===== src/rtl/tank_state_uart_tx.sv =====
// Snapshots the local tank state on each vsync rise and sends it as an 8N1 UART packet.
// Optional checksum byte (XOR of bytes 1..3) is enabled by defining TANK_TX_CHECKSUM_EN.
module tank_state_uart_tx #(
   parameter int          CLKS_PER_BIT = 564,
   parameter logic [7:0]  HEADER       = 8'hA5
) (
   input  logic       clk,
   input  logic       rst,
   input  logic       vsync,
   input  logic [9:0] pos_x,
   input  logic [9:0] pos_y,
   input  logic [1:0] direction_tank,
   output logic       tx,
   output logic       busy,
   output logic       overrun
);

   typedef enum logic [1:0] {
      ST_IDLE  = 2'd0,
      ST_START = 2'd1,
      ST_DATA  = 2'd2,
      ST_STOP  = 2'd3
   } state_t;

   localparam logic [11:0] BIT_LAST = 12'(CLKS_PER_BIT - 1);
`ifdef TANK_TX_CHECKSUM_EN
   localparam logic [2:0] LAST_BYTE = 3'd4;
`else
   localparam logic [2:0] LAST_BYTE = 3'd3;
`endif

`ifdef TANK_TX_CHECKSUM_EN
   function automatic logic [7:0] xor_checksum(input logic [7:0] b1,
                                               input logic [7:0] b2,
                                               input logic [7:0] b3);
      return b1 ^ b2 ^ b3;
   endfunction
`endif

   function automatic logic [7:0] packet_byte(input logic [2:0] idx,
                                              input logic [9:0] x,
                                              input logic [9:0] y,
                                              input logic [1:0] dir);
      logic [7:0] b3;
      b3 = {2'b00, dir, y[9:8], x[9:8]};
      case (idx)
         3'd0:    packet_byte = HEADER;
         3'd1:    packet_byte = x[7:0];
         3'd2:    packet_byte = y[7:0];
         3'd3:    packet_byte = b3;
`ifdef TANK_TX_CHECKSUM_EN
         3'd4:    packet_byte = xor_checksum(x[7:0], y[7:0], b3);
`endif
         default: packet_byte = 8'hFF;
      endcase
   endfunction

   state_t      state_r, state_next_s;
   logic        vsync_q_r;
   logic        req_s;
   logic        bit_done_s;
   logic [11:0] timer_r, timer_next_s;
   logic [2:0]  bit_idx_r, bit_idx_next_s;
   logic [2:0]  byte_idx_r, byte_idx_next_s;
   logic [9:0]  snap_x_r, snap_y_r;
   logic [1:0]  snap_dir_r;
   logic        snap_load_s;
   logic [7:0]  cur_byte_s;
   logic        tx_r, tx_next_s;
   logic        busy_r, busy_next_s;
   logic        overrun_r, overrun_next_s;

   assign req_s       = vsync & ~vsync_q_r;
   assign bit_done_s  = (timer_r == BIT_LAST);
   assign snap_load_s = (state_r == ST_IDLE) & req_s;

   // State, counters, edge detector and snapshot registers
   always_ff @(posedge clk) begin
      if (!rst) begin
         state_r    <= ST_IDLE;
         vsync_q_r  <= 1'b0;
         timer_r    <= 12'd0;
         bit_idx_r  <= 3'd0;
         byte_idx_r <= 3'd0;
         snap_x_r   <= 10'd0;
         snap_y_r   <= 10'd0;
         snap_dir_r <= 2'd0;
      end else begin
         state_r    <= state_next_s;
         vsync_q_r  <= vsync;
         timer_r    <= timer_next_s;
         bit_idx_r  <= bit_idx_next_s;
         byte_idx_r <= byte_idx_next_s;
         if (snap_load_s) begin
            snap_x_r   <= pos_x;
            snap_y_r   <= pos_y;
            snap_dir_r <= direction_tank;
         end
      end
   end

   // Next-state logic
   always_comb begin
      state_next_s = state_r;
      case (state_r)
         ST_IDLE: begin
            if (req_s) state_next_s = ST_START;
            else       state_next_s = ST_IDLE;
         end
         ST_START: begin
            if (bit_done_s) state_next_s = ST_DATA;
            else            state_next_s = ST_START;
         end
         ST_DATA: begin
            if (bit_done_s && (bit_idx_r == 3'd7)) state_next_s = ST_STOP;
            else                                   state_next_s = ST_DATA;
         end
         ST_STOP: begin
            if (!bit_done_s)                    state_next_s = ST_STOP;
            else if (byte_idx_r == LAST_BYTE)   state_next_s = ST_IDLE;
            else                                state_next_s = ST_START;
         end
         default: state_next_s = ST_IDLE;
      endcase
   end

   // Bit timer, bit index and byte index updates
   always_comb begin
      timer_next_s    = 12'd0;
      bit_idx_next_s  = bit_idx_r;
      byte_idx_next_s = byte_idx_r;

      if (state_r == ST_IDLE)  timer_next_s = 12'd0;
      else if (bit_done_s)     timer_next_s = 12'd0;
      else                     timer_next_s = timer_r + 12'd1;

      if ((state_next_s == ST_START) && (state_r != ST_START))
         bit_idx_next_s = 3'd0;
      else if ((state_r == ST_DATA) && bit_done_s)
         bit_idx_next_s = bit_idx_r + 3'd1;
      else
         bit_idx_next_s = bit_idx_r;

      if (snap_load_s)
         byte_idx_next_s = 3'd0;
      else if ((state_r == ST_STOP) && bit_done_s && (byte_idx_r != LAST_BYTE))
         byte_idx_next_s = byte_idx_r + 3'd1;
      else
         byte_idx_next_s = byte_idx_r;
   end

   // Output decode from the upcoming state so tx/busy change on the same edge as the state
   always_comb begin
      cur_byte_s     = packet_byte(byte_idx_next_s, snap_x_r, snap_y_r, snap_dir_r);
      tx_next_s      = 1'b1;
      case (state_next_s)
         ST_IDLE:  tx_next_s = 1'b1;
         ST_START: tx_next_s = 1'b0;
         ST_DATA:  tx_next_s = cur_byte_s[bit_idx_next_s];
         ST_STOP:  tx_next_s = 1'b1;
         default:  tx_next_s = 1'b1;
      endcase
      busy_next_s    = (state_next_s != ST_IDLE);
      overrun_next_s = overrun_r | (req_s & (state_r != ST_IDLE));
   end

   // Registered outputs
   always_ff @(posedge clk) begin
      if (!rst) begin
         tx_r      <= 1'b1;
         busy_r    <= 1'b0;
         overrun_r <= 1'b0;
      end else begin
         tx_r      <= tx_next_s;
         busy_r    <= busy_next_s;
         overrun_r <= overrun_next_s;
      end
   end

   assign tx      = tx_r;
   assign busy    = busy_r;
   assign overrun = overrun_r;

endmodule

===== config.mk =====
export PLATFORM = sky130hd
export DESIGN_NAME = tank_state_uart_tx
export DESIGN_NICKNAME = d
export VERILOG_FILES = /design/src/rtl/tank_state_uart_tx.sv
export SDC_FILE = /design/constraint.sdc
export NUM_CORES = 1
export LEC_CHECK = 0
export ABC_AREA = 1
export CAP_MARGIN = 30
export CORE_MARGIN = 3
export CORE_UTILIZATION = 65
export DETAILED_ROUTE_END_ITERATION = 8
export DONT_BUFFER_PORTS = 1
export GPL_ROUTABILITY_DRIVEN = 1
export PLACE_DENSITY_LB_ADDON = 0.08
export SETUP_SLACK_MARGIN = 0.05
export SYNTH_ARGS = -nofsm -noshare
export SYNTH_HDL_FRONTEND = slang
export SYNTH_SLANG_ARGS = --single-unit

===== constraint.sdc =====
create_clock -name clk -period 3.6 [get_ports clk]
set_input_delay 0.54 -clock clk [delete_from_list [all_inputs] [get_ports clk]]
set_output_delay 0.54 -clock clk [all_outputs]
set_load 0.02 [all_outputs]

==> Flow_metrics.wiki <==
{| class="wikitable"
! Metric !! Value
|-
| Fmax || 364.1 MHz
|-
| Area growth from synthesis to layout || 3.287%
|-
| Number of global-route vias before repair || 1815
|-
| Tightest Hold Check Type || input port to flip-flop
|-
| Total number of clock tree sinks || 46
|-
| Cell depth of the worst flop-to-flop path || 24
|-
| Area after detailed placement || 2362 um^2
|-
| Post-synthesis register bit count || 46
|-
| First-pass GRT wire length || 7.569 mm
|-
| Initial core utilization || 69.08%
|-
| Number of cells on the critical path || 24
|-
| Number of hold buffers added after CTS || 0
|-
| Average footprint of a synthesized cell || 7.108 um^2
|-
| Final Hold Fails || 0
|-
| TritonCTS clock tree || built
|-
| Max-cap viol count || 0
|-
| Kind of cell adding the most delay to the critical path || simple AND/OR/NAND/NOR gates
|-
| Stage delay of the slowest cell on the critical path || 370 ps
|-
| Synthesized-area fraction occupied by ao, oa, aoi and oai cells || 7.900%
|-
| DIE HEIGHT || 66.25 um
|-
| Number of buffers between clock root and the deepest sink || 2
|-
| Result of the run || finished clean
|-
| Syn_nets || 366
|-
| Root buf cell || sky130_fd_sc_hd__clkbuf_4
|-
| Type of the worst setup path || flip-flop to flip-flop
|-
| Fraction of final layout cells sized beyond drive strength 1 || 9.726%
|-
| Part of the Yosys area used for sequential elements || 39.02%
|-
| Buf+Inv Stages, Crit Path || 4
|-
| DRC || 0
|-
| DRC marker count from the first detailed-route iteration || 86
|-
| Highest net fanout along the worst path || 4
|-
| Synthesized area || 2360 um^2
|-
| Post-CTS setup repair buffer count || 0
|-
| Synth warn || 0
|-
| Worst Hold Slack || 246.2 ps
|-
| Worst setup margin || 853.3 ps
|-
| Final-report max-slew violation count || 0
|-
| Vias per std cell || 5.277
|-
| Port bufs || 0
|-
| Boundary Pins || 28
|-
| Number of filler cells placed in the layout || 287
|-
| Primary flip-flop cell chosen by synthesis mapping || sky130_fd_sc_hd__dfxtp_1
|-
| Die ar. || 4389 um^2
|-
| Number of buffers inserted during clock tree synthesis || 5
|-
| Clock latency on the worst-skew pair || 360 ps
|-
| Maximum number of pins on one net before global-route repair || 28
|-
| Share of flip-flops with an asynchronous set or reset || 0%
|-
| Area share of and/or/nand/nor cells after synthesis || 37.12%
|-
| Core outline area || 3416 um^2
|-
| Fin crit period || 2747 ps
|-
| Number of antenna violations at the first check in global routing || 0
|-
| Routability congestion estimate || 0.8482
|-
| Final wirelength || 4.551 mm
|-
| Post-synthesis adder-cell area fraction || 4.772%
|-
| Worst IR drop on VDD || 0.2725 mV
|-
| Cells after synthesis || 332
|-
| XOR/XNOR share of the synthesized area || 1.113%
|-
| Cells along the critical path || ha_1 > nand2_1 > nor2_1 > nand3b_1 > inv_1 > o211ai_1 > nor2_1 > inv_1 > ha_1 > nand2_1 > inv_1 > nor2_2 > nor2_1 > nand2_1 > inv_1 > nand2_1 > nand3_1 > nand2_1 > nand2_1 > nand3_1 > nand2_1 > nand2_1 > nand2_1 > nand2_1
|-
| Critical Path Most Common Cell || sky130_fd_sc_hd__nand2_1
|-
| Diode insertion count for antenna repair || 0
|-
| Count of endpoints failing setup in the final report || 0
|-
| Row Count || 21
|-
| Main combinational cell family by area after synthesis || simple AND/OR/NAND/NOR gates
|-
| Worst hold stages || 1
|-
| Maximum level of the CTS H-tree || 2
|-
| Router iterations before antenna repair || 4
|-
| Post_cts resized || 0
|-
| Worst setup slack after placement || 912.6 ps
|-
| WL/cell || 12.14 um
|-
| Global-route usage over all layers || 22.66%
|-
| Setup total negative slack || 0 ps
|-
| Setup repair after global routing missed its margin || false
|-
| Startpoint Class || flip-flop
|-
| Global route overflow || 0
|-
| Pwr per Cell Area || 380.4 nW/um^2
|-
| Max stage delay cell, worst path || sky130_fd_sc_hd__dfxtp_1
|-
| Required time at the worst-slack endpoint || 3920 ps
|-
| Final std cell area, no fill || 2437 um^2
|-
| Die outline width || 66.25 um
|-
| Routed vias || 1979
|-
| Post-detailed-placement half-perimeter wirelength || 3.347 mm
|-
| Number of enable-type register cells in the synthesized netlist || 0
|-
| ANT nets after route || 0
|-
| Multiplexer share of the synthesized area || 0%
|-
| Arrival time reported for the critical path endpoint || 3070 ps
|-
| Crit path capture type || flip-flop
|-
| Clock slew seen by the registers of the worst setup and hold paths || 130 ps
|-
| Transition time of the tightest slew-check pin || 524.4 ps
|-
| Number of unique standard cell types used by synthesis || 32
|-
| Leakage power || 0.001077 uW
|-
| Layout Skew || 9.431 ps
|-
| Layout Nets || 362
|-
| Final cycle utilization of the critical path || 76.30%
|-
| Rel. slew slack || 64.67%
|}
==> kinds of logic after synthesis <==
| group | count (synthesis) |
|---|---|
| fa+ha+maj | 9 |
| flops | 46 |
| simple gates | 183 |
| buf+inv | 56 |
| compound gates | 35 |
| xor+xnor | 3 |
==> stage by stage <==
stage,power (uW),std cells,utilization [%]
global route,967.7,375,71.36
global placement,628.4,367,69.16
CTS,930.1,375,71.36
floorplan,616.8,332,-
finish,927.1,375,71.36
detailed placement,630.7,367,69.16
==> Yosys cell counts (3+ instances only) <==
cell | number | area share, %
sky130_fd_sc_hd__a21oi_1 | 5 | 1.1
sky130_fd_sc_hd__nand4_1 | 23 | 6.1
sky130_fd_sc_hd__nor3_1 | 6 | 1.3
sky130_fd_sc_hd__nand2_1 | 38 | 6.0
sky130_fd_sc_hd__nand3_1 | 22 | 4.7
sky130_fd_sc_hd__inv_1 | 36 | 5.7
sky130_fd_sc_hd__nor2_1 | 72 | 11
sky130_fd_sc_hd__inv_2 | 5 | 0.80
sky130_fd_sc_hd__clkbuf_1 | 8 | 1.3
sky130_fd_sc_hd__nor2_2 | 5 | 1.3
sky130_fd_sc_hd__o21ai_0 | 23 | 4.9
sky130_fd_sc_hd__dfxtp_1 | 46 | 39
sky130_fd_sc_hd__nand3_2 | 5 | 2.1
sky130_fd_sc_hd__ha_1 | 9 | 4.8
sky130_fd_sc_hd__nor2_4 | 3 | 1.4
==> registers in the layout (all words and copies together) (netlist names) <==
name	count
busy	1
snap_y_r	10
state_r	2
byte_idx_r	3
bit_idx_r	3
vsync_q_r	1
snap_x_r	10
overrun	1
timer_r	12
snap_dir_r	2
tx	1
==> per-layer routing <==
layer / vias to the layer above / wire [um] / track usage [%]
met5: - / 0 / 0
met4: 0 / 77 / 8.883
met3: 9 / 143 / 5.952
met2: 26 / 2318 / 41.64
met1: 874 / 2011 / 24.29
li1: 1070 / - / -
==> path summary, 6_finish.rpt <==
check,end,startpoint,slack [ps]
max,tx,timer_r[0],850
min,tx,rst,250
max reg2reg,tx,timer_r[0],850
min reg2reg,timer_r[0],timer_r[0],460
==> layout make-up <==
| class | instances | area, um^2 | share of cell area (%) |
|---|---|---|---|
| clock buffer | 7 | 45.04 | 1.848 |
| timing repair buffer | 1 | 7.507 | 0.3080 |
| clock inverter | 1 | 30.03 | 1.232 |
| sequential | 46 | 920.9 | 37.78 |
| inverter | 44 | 175.2 | 7.187 |
| multi-input combinational | 230 | 1201 | 49.28 |
| tap | 46 | 57.56 | 2.361 |
==> where the power goes <==
| part | switching [uW] | internal [uW] |
|---|---|---|
| clock network | 160 | 147 |
| registers | 18.6 | 537 |
| logic | 42.9 | 21.1 |
==> placed cells by master, fill, tap and decap left out, types with 2 or more instances in the layout <==
cell type | synthesis | routed
sky130_fd_sc_hd__a21oi_1 | 5 | 5
sky130_fd_sc_hd__clkbuf_1 | 8 | 2
sky130_fd_sc_hd__clkbuf_4 | 0 | 5
sky130_fd_sc_hd__clkinv_4 | 2 | 2
sky130_fd_sc_hd__dfxtp_1 | 46 | 46
sky130_fd_sc_hd__ha_1 | 9 | 9
sky130_fd_sc_hd__inv_1 | 36 | 36
sky130_fd_sc_hd__inv_2 | 5 | 5
sky130_fd_sc_hd__nand2_1 | 38 | 38
sky130_fd_sc_hd__nand2_2 | 2 | 2
sky130_fd_sc_hd__nand3_1 | 22 | 22
sky130_fd_sc_hd__nand3_2 | 5 | 5
sky130_fd_sc_hd__nand4_1 | 23 | 23
sky130_fd_sc_hd__nor2_1 | 72 | 72
sky130_fd_sc_hd__nor2_2 | 5 | 5
sky130_fd_sc_hd__nor2_4 | 3 | 3
sky130_fd_sc_hd__nor3_1 | 6 | 6
sky130_fd_sc_hd__o211ai_1 | 2 | 2
sky130_fd_sc_hd__o21ai_0 | 23 | 23
sky130_fd_sc_hd__o21ai_1 | 2 | 2
sky130_fd_sc_hd__o21bai_1 | 2 | 2
sky130_fd_sc_hd__or2_2 | 2 | 2
sky130_fd_sc_hd__xor2_1 | 2 | 2
No activity file was read; power rests on OpenSTA's default activity.
